### src/rtl/i2s_tx.sv
// rtl/i2s_tx.sv - I2S transmitter: mono 10-bit offset-binary sample sent on both channels of a 64-bit frame
// Optional build macro I2S_TX_LJ_EN selects left-justified slot format instead of standard I2S.
module i2s_tx #(
  parameter int BCLK_HALF = 24
) (
  input  logic       clk_150,
  input  logic       reset,
  input  logic       audio_tick,
  input  logic [9:0] audio_sample,
  output logic       i2s_bclk,
  output logic       i2s_lrck,
  output logic       i2s_data,
  output logic       busy,
  output logic       overrun
);

  localparam int CW = (BCLK_HALF > 1) ? $clog2(BCLK_HALF) : 1;
  localparam logic [CW-1:0] HALF_M1 = CW'(BCLK_HALF - 1);

  typedef enum logic {IDLE, SHIFT} state_t;

  state_t        state_q, state_d;
  logic          tick_s1_q, tick_s2_q, tick_prev_q;
  logic [15:0]   word_q, word_d;
  logic [15:0]   pend_word_q, pend_word_d;
  logic          pend_q, pend_d;
  logic          ovr_q, ovr_d;
  logic [CW-1:0] cnt_q, cnt_d;
  logic          bclk_q, bclk_d;
  logic [5:0]    pos_q, pos_d;
  logic          out_bclk_q, out_bclk_d;
  logic          out_lrck_q, out_lrck_d;
  logic          out_data_q, out_data_d;
  logic          busy_q, busy_d;
  logic          tick_edge;

  // Offset binary to signed: flip the MSB, left-align into 16 bits.
  function automatic logic [15:0] conv(input logic [9:0] s);
    conv = {~s[9], s[8:0], 6'b0};
  endfunction

  // Serial bit for slot position q of the given word.
  function automatic logic bit_of(input logic [15:0] w, input logic [4:0] q);
    logic [3:0] idx;
    bit_of = 1'b0;
`ifdef I2S_TX_LJ_EN
    idx = 4'(5'd15 - q);
    if (q <= 5'd15) bit_of = w[idx];
`else
    idx = 4'(5'd16 - q);
    if (q >= 5'd1 && q <= 5'd16) bit_of = w[idx];
`endif
  endfunction

  // State, synchroniser and registered outputs; reset clears everything immediately.
  always_ff @(posedge clk_150 or posedge reset) begin
    if (reset) begin
      state_q     <= IDLE;
      tick_s1_q   <= 1'b0;
      tick_s2_q   <= 1'b0;
      tick_prev_q <= 1'b0;
      word_q      <= '0;
      pend_word_q <= '0;
      pend_q      <= 1'b0;
      ovr_q       <= 1'b0;
      cnt_q       <= '0;
      bclk_q      <= 1'b0;
      pos_q       <= '0;
      out_bclk_q  <= 1'b0;
      out_lrck_q  <= 1'b0;
      out_data_q  <= 1'b0;
      busy_q      <= 1'b0;
    end else begin
      state_q     <= state_d;
      tick_s1_q   <= audio_tick;
      tick_s2_q   <= tick_s1_q;
      tick_prev_q <= tick_s2_q;
      word_q      <= word_d;
      pend_word_q <= pend_word_d;
      pend_q      <= pend_d;
      ovr_q       <= ovr_d;
      cnt_q       <= cnt_d;
      bclk_q      <= bclk_d;
      pos_q       <= pos_d;
      out_bclk_q  <= out_bclk_d;
      out_lrck_q  <= out_lrck_d;
      out_data_q  <= out_data_d;
      busy_q      <= busy_d;
    end
  end

  // Next-state: frame sequencing, pending/overrun handling, and output values for the next cycle.
  always_comb begin
    state_d     = state_q;
    word_d      = word_q;
    pend_word_d = pend_word_q;
    pend_d      = pend_q;
    ovr_d       = ovr_q;
    cnt_d       = cnt_q;
    bclk_d      = bclk_q;
    pos_d       = pos_q;
    tick_edge   = tick_s2_q & ~tick_prev_q;

    case (state_q)
      IDLE: begin
        // Counters are already zero here, so a start only needs the word.
        if (pend_q) begin
          state_d = SHIFT;
          word_d  = pend_word_q;
          pend_d  = 1'b0;
        end else if (tick_edge) begin
          state_d = SHIFT;
          word_d  = conv(audio_sample);
        end
      end
      SHIFT: begin
        if (cnt_q == HALF_M1) begin
          cnt_d  = '0;
          bclk_d = ~bclk_q;
          if (bclk_q) begin
            if (pos_q == 6'd63) begin
              pos_d = '0;
              if (pend_q) begin
                word_d = pend_word_q;
                pend_d = 1'b0;
              end else begin
                state_d = IDLE;
              end
            end else begin
              pos_d = pos_q + 6'd1;
            end
          end
        end else begin
          cnt_d = cnt_q + 1'b1;
        end
      end
      default: state_d = IDLE;
    endcase

    // Edges that cannot start a frame directly (including one on the frame-end cycle) go to pending.
    if (tick_edge && (state_q == SHIFT || pend_q)) begin
      pend_word_d = conv(audio_sample);
      pend_d      = 1'b1;
      ovr_d       = 1'b1;
    end

    busy_d     = (state_d == SHIFT);
    out_bclk_d = busy_d & bclk_d;
    out_lrck_d = busy_d & pos_d[5];
    out_data_d = busy_d & bit_of(word_d, pos_d[4:0]);
  end

  assign i2s_bclk = out_bclk_q;
  assign i2s_lrck = out_lrck_q;
  assign i2s_data = out_data_q;
  assign busy     = busy_q;
  assign overrun  = ovr_q;

endmodule

### config.mk
export PLATFORM = sky130hd
export DESIGN_NAME = i2s_tx
export DESIGN_NICKNAME = d
export VERILOG_FILES = /design/src/rtl/i2s_tx.sv
export SDC_FILE = /design/constraint.sdc
export NUM_CORES = 1
export LEC_CHECK = 0
export ABC_CLOCK_PERIOD_IN_PS = 4100
export CAP_MARGIN = 10
export CORE_ASPECT_RATIO = 0.9
export CORE_MARGIN = 4
export CORE_UTILIZATION = 62
export CTS_CLUSTER_SIZE = 10
export DETAILED_ROUTE_END_ITERATION = 8
export HOLD_SLACK_MARGIN = 0.12
export PLACE_DENSITY = 0.9
export SYNTH_ARGS = -nofsm -noshare
export SYNTH_HDL_FRONTEND = slang
export SYNTH_SLANG_ARGS = --single-unit
### constraint.sdc
create_clock -name clk_150 -period 4.1 [get_ports clk_150]
set_input_delay 0.82 -clock clk_150 [delete_from_list [all_inputs] [get_ports clk_150]]
set_output_delay 0.82 -clock clk_150 [all_outputs]
set_load 0.05 [all_outputs]
==> impl_metrics.ini, run 1 <==
[setup_path]
cp-end-kind = flip-flop
critical_path_class = flip-flop to flip-flop
worstPathCellList = nand4b_1, a2111oi_0, a21o_1, inv_2, ha_1, xnor2_1, nand3_1, and3_1, nor4b_2
crit_path_start_kind = flip-flop
rrSetupSlack_ns = 1.04
worst_ep_arrival_time_ns = 3.27
critical_path.max_stage_delay_ns = 0.90
critPathTopFamily = flip-flops
highest_fanout_seen_on_the_critical_path = 26
critPathSlowestCell = sky130_fd_sc_hd__dfrtp_1
timing.critical_path.required_ns = 4.32
cp.buffers_inverters = 1

[clock_tree]
tritoncts = built
cts_root_buffer = sky130_fd_sc_hd__clkbuf_8
worstSkewPairLatency_ns = 0.31
postCtsSetupRepairBufs = 0
cts_resized = 0
cts.path.max_buffers = 2
clock_tree.htree_level_count = 2
clock_sinks = 47
tritoncts.num_buffers = 5
cts.reportedPaths.clkPinSlew_ns = 0.08
ctsHoldBuffers = 0

[logic_synthesis]
netlist_top_cells_count = sky130_fd_sc_hd__dfrtp_1, sky130_fd_sc_hd__nand2_1, sky130_fd_sc_hd__nor2_1
ys_seq_area_share_pct = 49.3
nets_in_the_synthesized_netlist = 235
synth_edf_count = 0
netlist_top_cells_area = sky130_fd_sc_hd__dfrtp_1, sky130_fd_sc_hd__mux2_2, sky130_fd_sc_hd__mux2i_1
post_syn_area_sq_um = 2390
yosys.cell_count.top_type = sky130_fd_sc_hd__dfrtp_1
yosysUniqueCellTypes = 57
cell_accounting_for_the_most_synthesized_area = sky130_fd_sc_hd__dfrtp_1
synth_top_flop_cell = sky130_fd_sc_hd__dfrtp_1
syn-mean-instance-area_sq_um = 10.9
yosysWarningCount = 0
syn-instance-count = 218
synth_largest_type_area_fraction_pct = 49.3
async_flop_share_pct = 100
ys_ff_latch = 47

[sta]
timing_hold_violations_final = 0
setup_total_negative_slack_ns = 0
crit_path_time_final_ns = 3.06
timing.fmax_mhz = 327
fin_ws_ns = 1.04
final_min_period_over_clock_period_pct = 74.5
slew-limit-headroom_pct = 32.2
report.final.setup_viol = 0
max_slew.worst_pin.slew_ns = 1.01
final.setup_skew_ns = 0.00466
maxSlewViolCount = 0
grt_setup_unrepaired = false

[min_path]
min-delay-path-class = flip-flop to flip-flop

[drt]
route.detailed.wl_per_inst_microns = 17.5
drt_wl_total_microns = 4880
num_vias = 1719
final_antenna_net_count = 0
post_drt_via_cell_ratio = 6.16
detail_route.drc_violations = 0
drt_pre_antenna_iters = 4
dr.first_iter.drc_count = 136

[global_route]
grt_max_degree = 48
gr-usage-all-layers_pct = 22.8
wire_length_of_the_first_global_routing_pass_microns = 8310
grt_pass1_vias = 1745
antenna_found_initial = 0
global_route.overflow_total = 0

[placement]
port-buffer-count = 17
placedInstanceArea_sq_um = 2560
dp_hpwl_microns = 3340
dp_slack_ns = 1.08
gp_routability_congestion = 0.818
place_inst = 271

[pwr]
internal_power_uw = 924
irDropWorstVdd_mv = 0.333
cellLeakagePower_uw = 0.00122
seq_power_share_pct = 46.0
power_frac_comb_pct = 32.0
power.density_nw_per_um2 = 521
p_sw_share_pct = 33.4
p_clk_share_pct = 22.0
power.net_switching_uw = 463

[floorplanning]
floorplan.die_area_sq_um = 4910
initial_core_util_pct = 64.4
rows = 21
number_of_top_level_design_ports = 18
die-height_microns = 66.9
die_width_microns = 73.4
core-area_sq_um = 3700

[cells_and_area]
final-instance-count-excl-fill = 279
layout.cell_area.non_filler_sq_um = 2660
postLayoutCoreUtil_pct = 71.9
area.growth.synth_to_final_pct = 11.6
finish.net_count = 249
total_inserted_antenna_cells = 0
final_layout_size_suffix_gt1_share_pct = 12.9

[outcome]
run_status = finished, final reports clean

[job]
max_capacitance_violation_count = 0
flip-flops by register name (all words and copies together) (netlist names):
name         flops
cnt_q            5
tick_s1_q        1
pend_word_q     10
tick_prev_q      1
overrun          1
tick_s2_q        1
busy             1
pos_q            6
word_q          16
i2s_lrck         1
i2s_bclk         1
bclk_q           1
pend_q           1
i2s_data         1
cell usage in the layout, fill, tap and decap left out, types with 2 or more instances in the layout:
cell | Yosys | final
sky130_fd_sc_hd__nor2_1 | 14 | 14
sky130_fd_sc_hd__o21a_1 | 3 | 3
sky130_fd_sc_hd__mux2i_1 | 7 | 7
sky130_fd_sc_hd__clkbuf_8 | 0 | 7
sky130_fd_sc_hd__dfrtp_1 | 47 | 47
sky130_fd_sc_hd__clkdlybuf4s50_1 | 0 | 17
sky130_fd_sc_hd__nand3_1 | 5 | 5
sky130_fd_sc_hd__nor2b_1 | 3 | 3
sky130_fd_sc_hd__nor3_1 | 3 | 3
sky130_fd_sc_hd__inv_1 | 12 | 11
sky130_fd_sc_hd__o211a_1 | 3 | 3
sky130_fd_sc_hd__o211ai_1 | 4 | 4
sky130_fd_sc_hd__xor2_1 | 3 | 3
sky130_fd_sc_hd__a21oi_1 | 2 | 2
sky130_fd_sc_hd__nor4_1 | 2 | 2
sky130_fd_sc_hd__a211oi_1 | 2 | 2
sky130_fd_sc_hd__o221a_2 | 2 | 2
sky130_fd_sc_hd__o21ai_0 | 7 | 7
sky130_fd_sc_hd__inv_2 | 1 | 2
sky130_fd_sc_hd__o41ai_1 | 2 | 2
sky130_fd_sc_hd__ha_1 | 4 | 4
sky130_fd_sc_hd__a21o_1 | 2 | 2
sky130_fd_sc_hd__a32oi_1 | 2 | 2
sky130_fd_sc_hd__nand3b_1 | 6 | 6
sky130_fd_sc_hd__xnor2_1 | 5 | 5
sky130_fd_sc_hd__mux2_2 | 10 | 10
sky130_fd_sc_hd__nand4_1 | 5 | 5
sky130_fd_sc_hd__or3_1 | 3 | 3
sky130_fd_sc_hd__nand2_1 | 17 | 17
sky130_fd_sc_hd__and3_1 | 8 | 8
layout make-up:
class	instances	area (sq um)
inverter	13	48.8
timing repair buffer	17	170
multi-input combinational	148	1110
tap	46	57.6
sequential	47	1180
clock buffer	8	100
fill	273	1040
layer usage:
metal	wire length, microns	part of all wire [%]	up-vias	global-route usage [%]
li1	-	-	822	-
met5	0	0	-	0
met2	2220	45	57	34.8
met3	292	6.0	12	4.37
met1	2260	46	828	31.3
met4	114	2.3	0	10.4
through the flow:
stage | hold slack (ns) | power (uW)
floorplan | 0.331 | 980
global placement | 0.335 | 1060
detailed placement | 0.341 | 1080
CTS | 0.360 | 1390
global route | 0.363 | 1470
finish | 0.354 | 1390
power by group through the flow:
stage	Combinational, uW	Sequential, uW	Clock (uW)
after floorplan	344	636	0
after global placement	426	639	0
after detailed placement	438	643	0
after CTS	441	635	311
after global routing	485	651	332
final	443	638	305
cell families after synthesis:
group           share of synthesized area, %
xor+xnor                                2.94
flops                                   49.3
buf+inv                                 4.14
mux                                     9.70
fa+ha+maj                               2.10
simple gates                            19.5
compound gates                          12.3
final timing paths:
check | startpoint | cells after the start | end
worst max register to register | busy$_DFF_PP0_ | 9 | i2s_data$_DFF_PP0_
worst min-delay path | tick_s1_q$_DFF_PP0_ | 0 | tick_s2_q$_DFF_PP0_
worst min register to register | tick_s1_q$_DFF_PP0_ | 0 | tick_s2_q$_DFF_PP0_
worst max-delay path | busy$_DFF_PP0_ | 9 | i2s_data$_DFF_PP0_
max in group asynchronous | reset | 2 | cnt_q[1]$_DFFE_PP0P_
min in group asynchronous | reset | 2 | pend_word_q[15]$_DFFE_PP0P_
worst reg2reg max path: stages, from the launching register on:
cell and delay, ns:
sky130_fd_sc_hd__dfrtp_1 0.90, sky130_fd_sc_hd__nand4b_1 0.18, sky130_fd_sc_hd__a2111oi_0 0.42, sky130_fd_sc_hd__a21o_1 0.23, sky130_fd_sc_hd__inv_2 0.15, sky130_fd_sc_hd__ha_1 0.23, sky130_fd_sc_hd__xnor2_1 0.30, sky130_fd_sc_hd__nand3_1 0.11
sky130_fd_sc_hd__and3_1 0.20, sky130_fd_sc_hd__nor4b_2 0.25
Note: power is estimated with default switching activity, not from simulation.
==> inputs of run 2 (changes only) <==
Settings changed: ABC_CLOCK_PERIOD_IN_PS 4100 to 2900, CORE_UTILIZATION 62 to 58, PLACE_DENSITY 0.9 to 0.85.
Clock period 4.1 ns to 2.9 ns, I/O delays scaled along.
==> run 2 against run 1 <==
Flip-flop and latch count stayed put. Register-to-register slack worse by 0.92 ns. Non-clock buffer count is 5 higher. Cell count is 1.8% higher. Utilization is 1.1 points lower. Die area is 6.1% higher. Clock power is 22% higher. Largest power group unchanged.
==> impl_metrics.ini, run 2 (synthesized netlist as in run 1, its figures left out) <==
[sta]
slew-limit-headroom_pct = 36.3
setup_total_negative_slack_ns = 0
final.setup_skew_ns = 0.00848
crit_path_time_final_ns = 2.77
maxSlewViolCount = 0
fin_worst_hold_slack_ns = 0.356
report.final.setup_viol = 0
timing.fmax_mhz = 361
timing_hold_violations_final = 0
final_min_period_over_clock_period_pct = 95.6
max_slew.worst_pin.slew_ns = 0.951

[clock_tree]
clock_tree.htree_level_count = 2
postCtsSetupRepairBufs = 0
tritoncts = built
cts.path.max_buffers = 2
clock_sinks = 47
tritoncts.num_buffers = 5
ctsHoldBuffers = 0
cts.reportedPaths.clkPinSlew_ns = 0.08
worstSkewPairLatency_ns = 0.29
cts_root_buffer = sky130_fd_sc_hd__clkbuf_8

[cells_and_area]
fillerInstances = 268
sequential_cell_area_sq_um = 1180
layout.cells.most_common = sky130_fd_sc_hd__dfrtp_1
area.growth.synth_to_final_pct = 13.9
total_inserted_antenna_cells = 0
multi_input_comb_area_sq_um = 1140
max_flop_register = word_q
finish.net_count = 254
layout_top_registers = word_q x16, pend_word_q x10, pos_q x6
largest_register_ff_count = 16
final_cell_mix = sky130_fd_sc_hd__dfrtp_1, sky130_fd_sc_hd__nand2_1, sky130_fd_sc_hd__clkdlybuf4s50_1
final_layout_size_suffix_gt1_share_pct = 17.2

[pwr]
irDropWorstVdd_mv = 0.392
power.net_switching_uw = 667
power.density_nw_per_um2 = 716
internal_power_uw = 1280
cellLeakagePower_uw = 0.00123
power_frac_comb_pct = 34.4
p_sw_share_pct = 34.2
seq_power_share_pct = 46.5
p_clk_share_pct = 19.1
finalPower_uw = 1950

[job]
max_capacitance_violation_count = 0

[floorplanning]
initial_core_util_pct = 62.2
number_of_top_level_design_ports = 18
rows = 21
floorplan.die_area_sq_um = 5210
die_width_microns = 75.6
die-height_microns = 68.8
core-area_sq_um = 3840

[global_route]
grt_max_degree = 48
global_route.overflow_total = 0
antenna_found_initial = 0
gr-usage-all-layers_pct = 22.3
wire_length_of_the_first_global_routing_pass_microns = 8610
grt_pass1_vias = 1743

[placement]
gp_routability_congestion = 0.824
dp_hpwl_microns = 3470
port-buffer-count = 17

[drt]
route.detailed.wl_per_inst_microns = 18.0
num_vias = 1792
wl_met1_microns = 2290
drt_wl_total_microns = 5110
dr.first_iter.drc_count = 194
drt_pre_antenna_iters = 5
detail_route.drc_violations = 0
route.met3.wl_microns = 210
post_drt_via_cell_ratio = 6.31
met2_wirelength_microns = 2510
top_layer_used = met4
final_antenna_net_count = 0

[setup_path]
crit_path_start_kind = flip-flop
highest_fanout_seen_on_the_critical_path = 10
critical_path.reg2reg.startpoint = pos_q[0]$_DFF_PP0_
cp-end-kind = flip-flop
critPathLaunch = pos_q[0]$_DFF_PP0_
worst_ep_arrival_time_ns = 2.97
timing.critical_path.required_ns = 3.10
critical_path_class = flip-flop to flip-flop

[outcome]
run_status = finished, final reports clean

[min_path]
min-delay-path-class = flip-flop to flip-flop
timing.hold.worst.start = tick_s1_q$_DFF_PP0_
-- run 2: cell types whose count changed in the layout (fill, tap and decap cells not counted), moves of 2 or more --
cell / change
sky130_fd_sc_hd__buf_4: +5
sky130_fd_sc_hd__ha_2: +3
sky130_fd_sc_hd__clkbuf_8: -2
sky130_fd_sc_hd__ha_1: -3
-- run 2: cell type report --
cell class              instances  area share [%]
clock buffers                   7            2.81
clock inverters                 1           0.184
inverters                      13            1.89
multi-input cells             148            42.1
flip-flops and latches         47            43.3
well taps                      46            2.12
repair buffers                 22            7.64
-- run 2: metal layers --
metal,track usage [%],vias up
li1,-,837
met1,30.4,887
met2,34.6,59
met3,4.78,9
met4,8.95,0
met5,0,-
-- run 2: power groups by stage --
stage	clock, uW	combinational, uW	sequential [uW]
finish	372	670	905
global route	415	745	921
CTS	377	631	898
detailed placement	0	622	910
global placement	0	606	900
floorplan	0	486	899
-- run 2: what timing repair did --
action                                  in CTS  in global routing
resized for setup                            0                  9
hold endpoints to repair                     0                  0
endpoints found under the setup margin       0                  1
-- run 2: per-stage QoR --
stage	worst slack (ns)	cell area (sq um)	util (%)	instances
final	0.128	2720	70.8	284
after global routing	-0.0672	2720	70.8	284
after CTS	0.0538	2680	69.9	284
after detailed placement	0.0786	2600	67.8	276
after global placement	0.195	2600	67.8	276
after floorplan	0.297	2390	-	218
-- run 2: worst max-delay path, stage by stage (launching register included) --
cell	delay [ns]
sky130_fd_sc_hd__dfrtp_1	0.42
sky130_fd_sc_hd__ha_2	0.23
sky130_fd_sc_hd__and4_2	0.24
sky130_fd_sc_hd__a2111oi_2	0.35
sky130_fd_sc_hd__a21o_1	0.25
sky130_fd_sc_hd__inv_4	0.10
sky130_fd_sc_hd__ha_2	0.21
sky130_fd_sc_hd__xnor2_2	0.16
sky130_fd_sc_hd__a221o_1	0.27
sky130_fd_sc_hd__and3_1	0.16
sky130_fd_sc_hd__nor4b_2	0.28
-- run 2: final timing paths --
kind                                        endpoint  slack, ns  cells after the start
worst max-delay path              i2s_data$_DFF_PP0_       0.13                     10
worst min-delay path             tick_s2_q$_DFF_PP0_       0.36                      0
worst max register to register    i2s_data$_DFF_PP0_       0.13                     10
worst min register to register   tick_s2_q$_DFF_PP0_       0.36                      0
max in group asynchronous        word_q[6]$_DFF_PP0_       1.77                      3
min in group asynchronous       cnt_q[3]$_DFFE_PP0P_       0.73                      3
==> inputs of run 3 (changes only) <==
--- a/config.mk
+++ b/config.mk
@@ -14,4 +14,5 @@
 export DETAILED_ROUTE_END_ITERATION = 8
 export HOLD_SLACK_MARGIN = 0.12
+export MAX_ROUTING_LAYER = met4
 export PLACE_DENSITY = 0.85
 export SYNTH_ARGS = -nofsm -noshare
==> constraint.sdc (replaced) <==
create_clock -name clk_150 -period 2.9 [get_ports clk_150]
set_input_delay 0.725 -clock clk_150 [delete_from_list [all_inputs] [get_ports clk_150]]
set_output_delay 0.725 -clock clk_150 [all_outputs]
set_load 0.05 [all_outputs]
==> run 3 against run 2 <==
Worst setup slack improved by 0.077 ns. Die area stayed put. Largest cell class unchanged. Hold slack better by 0.013 ns.
==> impl_metrics.ini, run 3 (synthesized netlist as in run 1, its figures left out) <==
[drt]
dr.first_iter.drc_count = 112
final_antenna_net_count = 0
post_drt_via_cell_ratio = 6.14
drt_wl_total_microns = 4730
detail_route.drc_violations = 0
num_vias = 1762
route.detailed.wl_per_inst_microns = 16.5
drt_pre_antenna_iters = 4

[global_route]
global_route.overflow_total = 0
grt_pass1_vias = 1709
wire_length_of_the_first_global_routing_pass_microns = 7940
antenna_found_initial = 0
gr-usage-all-layers_pct = 21.2
grt_max_degree = 48

[clock_tree]
tritoncts = built
cts_root_buffer = sky130_fd_sc_hd__clkbuf_8
cts.path.max_buffers = 2
clock_sinks = 47
tritoncts.num_buffers = 5
cts.reportedPaths.clkPinSlew_ns = 0.08
clock_tree.htree_level_count = 2
worstSkewPairLatency_ns = 0.30

[cells_and_area]
max_flop_register = word_q
final_layout_size_suffix_gt1_share_pct = 16.6
total_inserted_antenna_cells = 0
final-instance-count-excl-fill = 287
largest_register_ff_count = 16
layout_top_registers = word_q x16, pend_word_q x10, pos_q x6
postLayoutCoreUtil_pct = 71.0
layout.cells.most_common = sky130_fd_sc_hd__dfrtp_1
finish.net_count = 257
final_cell_mix = sky130_fd_sc_hd__dfrtp_1, sky130_fd_sc_hd__nand2_1, sky130_fd_sc_hd__clkdlybuf4s50_1
area.growth.synth_to_final_pct = 14.2

[sta]
grt_setup_unrepaired = false
final.setup_skew_ns = 0.00305
max_slew.worst_pin.slew_ns = 0.887
final_min_period_over_clock_period_pct = 92.9
setup_total_negative_slack_ns = 0
timing.fmax_mhz = 371
crit_path_time_final_ns = 2.69
timing_hold_violations_final = 0
slew-limit-headroom_pct = 40.6
fin_worst_hold_slack_ns = 0.370
maxSlewViolCount = 0
report.final.setup_viol = 0

[setup_path]
cp-end-kind = flip-flop
highest_fanout_seen_on_the_critical_path = 4
crit_path_start_kind = flip-flop
worst_ep_arrival_time_ns = 2.91
reg2reg_depth = 10
timing.critical_path.required_ns = 3.11
critical_path_class = flip-flop to flip-flop

[floorplanning]
rows = 21
die_width_microns = 75.6
initial_core_util_pct = 62.2
number_of_top_level_design_ports = 18
die-height_microns = 68.8
floorplan.die_area_sq_um = 5210
core-area_sq_um = 3840

[placement]
dp_hpwl_microns = 3340
port-buffer-count = 17
place_inst = 277
gp_routability_congestion = 0.841

[pwr]
irDropWorstVdd_mv = 0.461
finalPower_uw = 1940
power.density_nw_per_um2 = 712
cellLeakagePower_uw = 0.00125

[min_path]
min-delay-path-class = flip-flop to flip-flop
timing.hold.worst_path_depth = 0

[outcome]
run_status = finished, final reports clean

[job]
max_capacitance_violation_count = 0
## run 3: critical path, cell delays in order, from the launching register on
cell	delay (ns)
sky130_fd_sc_hd__dfrtp_1	0.42
sky130_fd_sc_hd__ha_1	0.25
sky130_fd_sc_hd__and4_2	0.25
sky130_fd_sc_hd__a2111oi_2	0.36
sky130_fd_sc_hd__a21o_1	0.20
sky130_fd_sc_hd__inv_2	0.05
sky130_fd_sc_hd__ha_1	0.22
sky130_fd_sc_hd__xnor2_2	0.19
sky130_fd_sc_hd__a221o_1	0.27
sky130_fd_sc_hd__and3_1	0.15
sky130_fd_sc_hd__nor4b_2	0.25
## run 3: repair_timing
action,4_1_cts,5_1_grt
setup buffers,0,2
hold buffers,0,0
gates resized for setup,0,4
endpoints found under the setup margin,0,1
## run 3: cell type report
class,instances,area (sq um)
tap,46,57.6
multi-input combinational,148,1130
clock buffer,7,76.3
sequential,47,1180
inverter,13,48.8
clock inverter,1,5.00
timing repair buffer,25,230
fill,274,1110
## run 3: metal layers
metal	wire [microns]	vias up	global-route usage, %
met5	0	-	-
met4	94	0	8.95
met3	191	9	4.49
met2	2280	47	33.2
met1	2160	862	26.7
li1	-	844	-
## run 3: final timing paths
path,start,end,slack (ns)
setup / recovery,pos_q[0]$_DFF_PP0_,i2s_data$_DFF_PP0_,0.21
hold / removal,tick_s1_q$_DFF_PP0_,tick_s2_q$_DFF_PP0_,0.37
setup reg to reg,pos_q[0]$_DFF_PP0_,i2s_data$_DFF_PP0_,0.21
hold reg to reg,tick_s1_q$_DFF_PP0_,tick_s2_q$_DFF_PP0_,0.37
max in group asynchronous,reset,tick_s1_q$_DFF_PP0_,1.60
min in group asynchronous,reset,cnt_q[3]$_DFFE_PP0P_,0.89
## run 3: stage by stage
stage / setup WS [ns] / cell area, sq um
2_1_floorplan: 0.297 / 2390
3_3_place_gp: 0.250 / 2610
3_5_place_dp: 0.141 / 2610
4_1_cts: 0.123 / 2690
5_1_grt: 0.0421 / 2730
6_report: 0.206 / 2730
## run 3: power breakdown
| group | internal (uW) | total, uW | switching, uW |
|---|---|---|---|
| clock | 169 | 376 | 207 |
| sequential | 786 | 897 | 111 |
| combinational | 340 | 668 | 328 |
